[config.mk]
export PLATFORM = sky130hd
export DESIGN_NAME = rfile_mp_sb_flat
export DESIGN_NICKNAME = d
export VERILOG_FILES = /design/src/rtl/rfile_mp_sb_if.sv /design/src/rtl/rfile_mp_sb.sv /design/src/flat_wrapper.sv
export SDC_FILE = /design/constraint.sdc
export NUM_CORES = 2
export LEC_CHECK = 0
export CORE_UTILIZATION = 54
export CTS_CLUSTER_SIZE = 14
export DETAILED_ROUTE_END_ITERATION = 6
export MAX_ROUTING_LAYER = met4
export PLACE_DENSITY = 0.71
export SLEW_MARGIN = 30
export SYNTH_ARGS = -nofsm -noshare
export SYNTH_HDL_FRONTEND = slang
export SYNTH_SLANG_ARGS = --single-unit
[constraint.sdc]
create_clock -name clk -period 7.8 [get_ports clk]
set_input_delay 1.56 -clock clk [delete_from_list [all_inputs] [get_ports clk]]
set_output_delay 1.56 -clock clk [all_outputs]
set_load 0.01 [all_outputs]
[src/rtl/rfile_mp_sb_if.sv]
// Register file bus: write ports, read ports and scoreboard control/status.
// Multi-port fields are flat vectors, port k at [k*W +: W].
interface rfile_mp_sb_if #(
    parameter int WIDTH_I     = 32,
    parameter int ADDR_RFILE  = 5,
    parameter int DEPTH_RFILE = 2**ADDR_RFILE,
    parameter int NR          = 2,
    parameter int NW          = 1
);
    logic [NW-1:0]            w_en;
    logic [NW*ADDR_RFILE-1:0] w_addr;
    logic [NW*WIDTH_I-1:0]    w_data;
    logic [NR*ADDR_RFILE-1:0] r_addr;
    logic [NR*WIDTH_I-1:0]    r_data;
    logic [NR-1:0]            r_busy;
    logic                     sb_set_en;
    logic [ADDR_RFILE-1:0]    sb_set_addr;
    logic [DEPTH_RFILE-1:0]   busy;

    modport master (
        output w_en, w_addr, w_data, r_addr, sb_set_en, sb_set_addr,
        input  r_data, r_busy, busy
    );
    modport slave (
        input  w_en, w_addr, w_data, r_addr, sb_set_en, sb_set_addr,
        output r_data, r_busy, busy
    );
endinterface

[src/rtl/rfile_mp_sb.sv]
// Multi-port register file with write-to-read bypass and a per-register busy
// scoreboard used by decode to stall on RAW hazards.

// One read port: zero-register and same-cycle bypass overrides on the array value.
module rfile_mp_sb_rd #(
    parameter int WIDTH_I    = 32,
    parameter int ADDR_RFILE = 5,
    parameter int NW         = 1,
    parameter int ZERO_REG   = 1,
    parameter int BYPASS     = 1
) (
    input  logic                           rst_n,
    input  logic [ADDR_RFILE-1:0]          r_addr,
    input  logic [WIDTH_I-1:0]             reg_data,
    input  logic                           reg_busy,
    input  logic [NW-1:0]                  w_en,
    input  logic [NW-1:0][ADDR_RFILE-1:0]  w_addr,
    input  logic [NW-1:0][WIDTH_I-1:0]     w_data,
    output logic [WIDTH_I-1:0]             r_data,
    output logic                           r_busy
);
    always_comb begin
        r_data = reg_data;
        r_busy = reg_busy;
        // Ascending scan so the highest-index matching port wins.
        if (BYPASS != 0 && rst_n) begin
            for (int j = 0; j < NW; j++) begin
                if (w_en[j] && w_addr[j] == r_addr) begin
                    r_data = w_data[j];
                    r_busy = 1'b0;
                end
            end
        end
        if (ZERO_REG != 0 && r_addr == '0) begin
            r_data = '0;
            r_busy = 1'b0;
        end
    end
endmodule

module rfile_mp_sb #(
    parameter int WIDTH_I     = 32,
    parameter int ADDR_RFILE  = 5,
    parameter int DEPTH_RFILE = 2**ADDR_RFILE,
    parameter int NR          = 2,
    parameter int NW          = 1,
    parameter int ZERO_REG    = 1,
    parameter int BYPASS      = 1
) (
    input  logic         clk,
    input  logic         rst_n,
    rfile_mp_sb_if.slave rf
);
    logic [DEPTH_RFILE-1:0][WIDTH_I-1:0] regs;
    logic [DEPTH_RFILE-1:0]              busy_q, busy_nxt;
    logic [NW-1:0][ADDR_RFILE-1:0]       wa;
    logic [NW-1:0][WIDTH_I-1:0]          wd;
    logic [NR-1:0][ADDR_RFILE-1:0]       ra;
    logic [NR-1:0][WIDTH_I-1:0]          rd;
    logic [NR-1:0]                       rb;

    for (genvar j = 0; j < NW; j++) begin : g_wr
        assign wa[j] = rf.w_addr[j*ADDR_RFILE +: ADDR_RFILE];
        assign wd[j] = rf.w_data[j*WIDTH_I +: WIDTH_I];
    end

    // Set beats clear: a set in the same cycle is a newer producer.
    always_comb begin
        busy_nxt = busy_q;
        for (int a = 0; a < DEPTH_RFILE; a++) begin
            for (int j = 0; j < NW; j++) begin
                if (rf.w_en[j] && wa[j] == ADDR_RFILE'(a)) busy_nxt[a] = 1'b0;
            end
            if (rf.sb_set_en && rf.sb_set_addr == ADDR_RFILE'(a)) busy_nxt[a] = 1'b1;
        end
        if (ZERO_REG != 0) busy_nxt[0] = 1'b0;
    end

    always_ff @(posedge clk) begin
        if (!rst_n) begin
            regs   <= '0;
            busy_q <= '0;
        end else begin
            busy_q <= busy_nxt;
            for (int j = 0; j < NW; j++) begin
                if (rf.w_en[j] && !(ZERO_REG != 0 && wa[j] == '0)) regs[wa[j]] <= wd[j];
            end
        end
    end

    assign rf.busy = busy_q;

    for (genvar k = 0; k < NR; k++) begin : g_rd
        assign ra[k] = rf.r_addr[k*ADDR_RFILE +: ADDR_RFILE];
        rfile_mp_sb_rd #(
            .WIDTH_I(WIDTH_I), .ADDR_RFILE(ADDR_RFILE), .NW(NW),
            .ZERO_REG(ZERO_REG), .BYPASS(BYPASS)
        ) u_rd (
            .rst_n    (rst_n),
            .r_addr   (ra[k]),
            .reg_data (regs[ra[k]]),
            .reg_busy (busy_q[ra[k]]),
            .w_en     (rf.w_en),
            .w_addr   (wa),
            .w_data   (wd),
            .r_data   (rd[k]),
            .r_busy   (rb[k])
        );
        assign rf.r_data[k*WIDTH_I +: WIDTH_I] = rd[k];
        assign rf.r_busy[k]                    = rb[k];
    end
endmodule

[src/flat_wrapper.sv]
// flat-port wrapper written by rule: the top's interface ports become plain ports
module rfile_mp_sb_flat 
#(
    parameter int WIDTH_I     = 32,
    parameter int ADDR_RFILE  = 5,
    parameter int DEPTH_RFILE = 2**ADDR_RFILE,
    parameter int NR          = 2,
    parameter int NW          = 1,
    parameter int ZERO_REG    = 1,
    parameter int BYPASS      = 1
)
  (clk, rst_n, rf_w_en, rf_w_addr, rf_w_data, rf_r_addr, rf_sb_set_en, rf_sb_set_addr, rf_r_data, rf_r_busy, rf_busy);
  rfile_mp_sb_if #(.WIDTH_I(WIDTH_I), .ADDR_RFILE(ADDR_RFILE), .DEPTH_RFILE(DEPTH_RFILE), .NR(NR), .NW(NW)) rf_i ();
  input  logic clk;
  input  logic rst_n;
  input wire logic [$bits(rf_i.w_en)-1:0] rf_w_en;
  input wire logic [$bits(rf_i.w_addr)-1:0] rf_w_addr;
  input wire logic [$bits(rf_i.w_data)-1:0] rf_w_data;
  input wire logic [$bits(rf_i.r_addr)-1:0] rf_r_addr;
  input wire logic [$bits(rf_i.sb_set_en)-1:0] rf_sb_set_en;
  input wire logic [$bits(rf_i.sb_set_addr)-1:0] rf_sb_set_addr;
  output wire logic [$bits(rf_i.r_data)-1:0] rf_r_data;
  output wire logic [$bits(rf_i.r_busy)-1:0] rf_r_busy;
  output wire logic [$bits(rf_i.busy)-1:0] rf_busy;
  assign rf_i.w_en = rf_w_en;
  assign rf_i.w_addr = rf_w_addr;
  assign rf_i.w_data = rf_w_data;
  assign rf_i.r_addr = rf_r_addr;
  assign rf_i.sb_set_en = rf_sb_set_en;
  assign rf_i.sb_set_addr = rf_sb_set_addr;
  assign rf_r_data = rf_i.r_data;
  assign rf_r_busy = rf_i.r_busy;
  assign rf_busy = rf_i.busy;
  rfile_mp_sb #(.WIDTH_I(WIDTH_I), .ADDR_RFILE(ADDR_RFILE), .DEPTH_RFILE(DEPTH_RFILE), .NR(NR), .NW(NW), .ZERO_REG(ZERO_REG), .BYPASS(BYPASS)) u_core (.clk(clk), .rst_n(rst_n), .rf(rf_i));
endmodule
==> summary.md <==
| Metric | Value |
|---|---|
| Final min period | ~6900 ps |
| Max-capacitance violation count | 0 |
| Die area | approximately 110000 sq um |
| Final setup margin | 910 ps |
| Post-synthesis sequential area ratio | 0.368 |
| Post-synthesis adder-cell area fraction | 0 |
| Pins Over Slew Limit | 0 |
| Pwr dens | around 200 nW/um^2 |
| Total wire length | ~210000 um |
| # nets final | between 6000 and 7000 |
| GRT Overall Usage | 0.401 |
| Clk_skew | 0 ps |
| Layout Cells excl Fill | approximately 7600 |
| Crit-path max FO | 14 |
| # IOs | about 150 |
| Critical Path End | rf_r_data[16] |
| Post-route cell area | approximately 63000 sq um |
| EDFF count, synth | 0 |
| WL/cell | 28.3 um |
| Rel. slew slack | 0.251 |
| Largest family of logic cells by synthesized area | multiplexers |
| XOR/XNOR Fraction of Synth Area | 0.00153 |
| CP required | 6240 ps |
| Most common cell after layout, fill and taps aside | nand2_1 |
| Unrepaired setup endpoints after global routing | false |
| Port Buffer Count | 152 |
| Mapped Area | around 57000 sq um |
| TNS Setup | 0 ps |
| Status | complete, but fails checks |
| Met1 Wirelength | approximately 80000 um |
| DRC | 7 |
| HP Class | reg2reg |
| Die height | 328 um |
| Drt pass-1 iters | 7 |
| Setup Fix Bufs, Post-CTS | 0 |
| Core box area | 105000 sq um |
| Area Growth Syn to Fin | 10.2% |
| Placed Instance Area | approximately 59000 sq um |
| Num Clock Sinks | approximately 1100 |
| Largest net degree at the start of global routing | roughly 260 |
| Vias in the first global route | 47656 |
| Crit. End Element | primary output |
| Hold_buf cts | 0 |
| Post-DRT Antenna Nets | 0 |
| Final hold vios | 0 |
| Yosys cell types | 59 |
| Fillers | between 8000 and 9000 |
| Final period util | 0.883 |
| First-pass GRT wire length | about 310000 um |
| Detailed-routed wire length on met3 | 30000 um |
| Final setup viols | 0 |
| TritonCTS buffer count | around 110 |
| Worst Setup Start Kind | input pin |
| Reg2reg path depth | 2 |
| Yosys warns | 0 |
| Simple-gate area share of the yosys netlist | 0.160 |
| Std cell rows | 119 |
| Max IR drop VDD | ~0.17 mV |
| FMAX | 145 MHz |
| Worst setup startpoint | rf_w_addr[0] |
| Initial DRC count | between 7000 and 8000 |
| Synthesis-stage register bit count | 1055 |
| Worst-Margin Slew | between 1000 and 1500 ps |
| Worst-path clk slew | 60 ps |
| Proportion of layout cells with a drive suffix above 1 | 0.141 |
| Die W | about 330 um |
| Initial Util | 0.545 |
| Post-DP HPWL | approximately 130000 um |
| Avg Vias per Cell | 6.72 |
| CP arrival | between 5000 and 6000 ps |
| Commonest cells after routing, fill and taps aside | nand2_1 (2028), dfxtp_1 (1055), a21boi_0 (691) |
| Syn nets | 6384 |
| Top layer used by detailed routing | met4 |
| Clk_lat worst skew | 730 ps |
| Top FF cell, synth | dfxtp_1 |
| Post-synthesis compound-gate area fraction | 0.195 |
| Violated checks | DRC |
| Flop2flop setup slack | ~6900 ps |
| Critical R2R Capture | u_core.rf.busy[24] |
| Post-synthesis mux area share | 0.217 |
| Initial antenna violation count | 9 |
| H-tree depth | 3 |
| CTS max path bufs | 3 |
| CTS tree | done |
| Crit Path Class | in2out |
| Vias post-DR | approximately 50000 |
| GPL Wtd Cong | about 1.0 |
| Resized Gates After CTS | 0 |
| Avg Inst Size Synth | around 9 sq um |
| Placed insts | 7350 |
| Post-synth ARST share | 0 |
| Crit Reg-Reg Startpoint | u_core.rf.busy[24] |
| Root buffer cell | clkbuf_16 |
| Total grt overflow | 0 |
| Pre-CTS worst setup slack | 1230 ps |
| WL met2 | 91500 um |
| Lkg Pwr | about 21 nW |
| Synth Instances | roughly 6300 |
-- logic make-up (layout without fill, tap and decap cells) --
group           count (synthesis)  count (layout)
simple gates                 2320            2320
compound gates               1465            1465
flops                        1055            1055
mux                           760             760
buf+inv                       717             555
xor+xnor                       10              10
other cells                     1              12
-- stage by stage --
stage               hold WS (ps)  power, mW  utilization
floorplan                    441       6.37            -
global placement             448       6.82        0.562
detailed placement           456       6.83        0.563
CTS                          465       12.4        0.600
global route                 482       12.7        0.601
finish                       466       12.4        0.601
-- sequential cells by signal (all words and copies together), names as in the netlist --
register        flops
u_core.regs      1024
u_core.rf.busy     31
-- power breakdown --
part	leakage, nW	internal (mW)	switching, mW
clock network	1.92	3.30	2.37
registers	8.50	5.43	0.0300
logic	10.6	0.471	0.840
total	21.0	9.20	3.24
-- worst max-delay path, cell delays in order --
cell and delay [ps]:
clkdlybuf4s50_1 670, buf_4 340, xor2_1 220, nand4b_1 300, o21ai_4 270, buf_4 280
a211oi_1 800, a221o_1 300, clkdlybuf4s50_1 560
-- area by class of cell --
| class | count | area [sq um] | share of cell area |
|---|---|---|---|
| multi-input combinational | 4556 | 33400 | 0.528 |
| sequential | 1055 | 21100 | 0.334 |
| clock buffer | 175 | 3460 | 0.0548 |
| timing repair buffer | 313 | 2960 | 0.0469 |
| tap | 1391 | 1740 | 0.0275 |
| clock inverter | 31 | 393 | 0.00621 |
| inverter | 36 | 140 | 0.00222 |
| antenna | 11 | 27.5 | 0.000435 |
-- worst min path at each step --
stage,from,to,slack (ps),cells after the start
3_5_place_dp,u_core.regs[728],u_core.regs[728],460,2
6_report,u_core.regs[364],u_core.regs[364],470,2
3_3_place_gp,u_core.regs[909],u_core.regs[909],450,2
4_1_cts,u_core.regs[728],u_core.regs[728],460,2
5_1_grt,u_core.regs[364],u_core.regs[364],480,2
2_1_floorplan,u_core.regs[382],u_core.regs[382],440,2
-- Yosys cell counts (all sizes together) (7+ instances only) --
cell type	n	area (sq um)
inv	12	45.1
a21oi	11	55.1
nor2	90	340
nor2b	44	275
nor3	57	320
o21a	24	180
o21ai	68	340
nand2	2060	7730
a221oi	85	751
and2	37	231
o22ai	60	375
nand2b	7	43.8
dfxtp	1055	21100
o32a	24	240
a21boi	994	7460
xnor2	8	70.1
a211oi	32	240
a22oi	24	180
mux2	64	721
a221o	97	971
clkbuf	436	1640
mux4	377	8540
a32oi	38	333
buf	245	1590
mux2i	319	3190
nor4	11	119
clkinv	24	90.1
-- metal layers --
layer	GRT usage	vias to the layer above
met4	0.214	0
met1	0.516	24630
met3	0.124	872
met5	-	-
met2	0.563	3611
li1	-	21719
No activity file was read; power rests on OpenSTA's default activity.
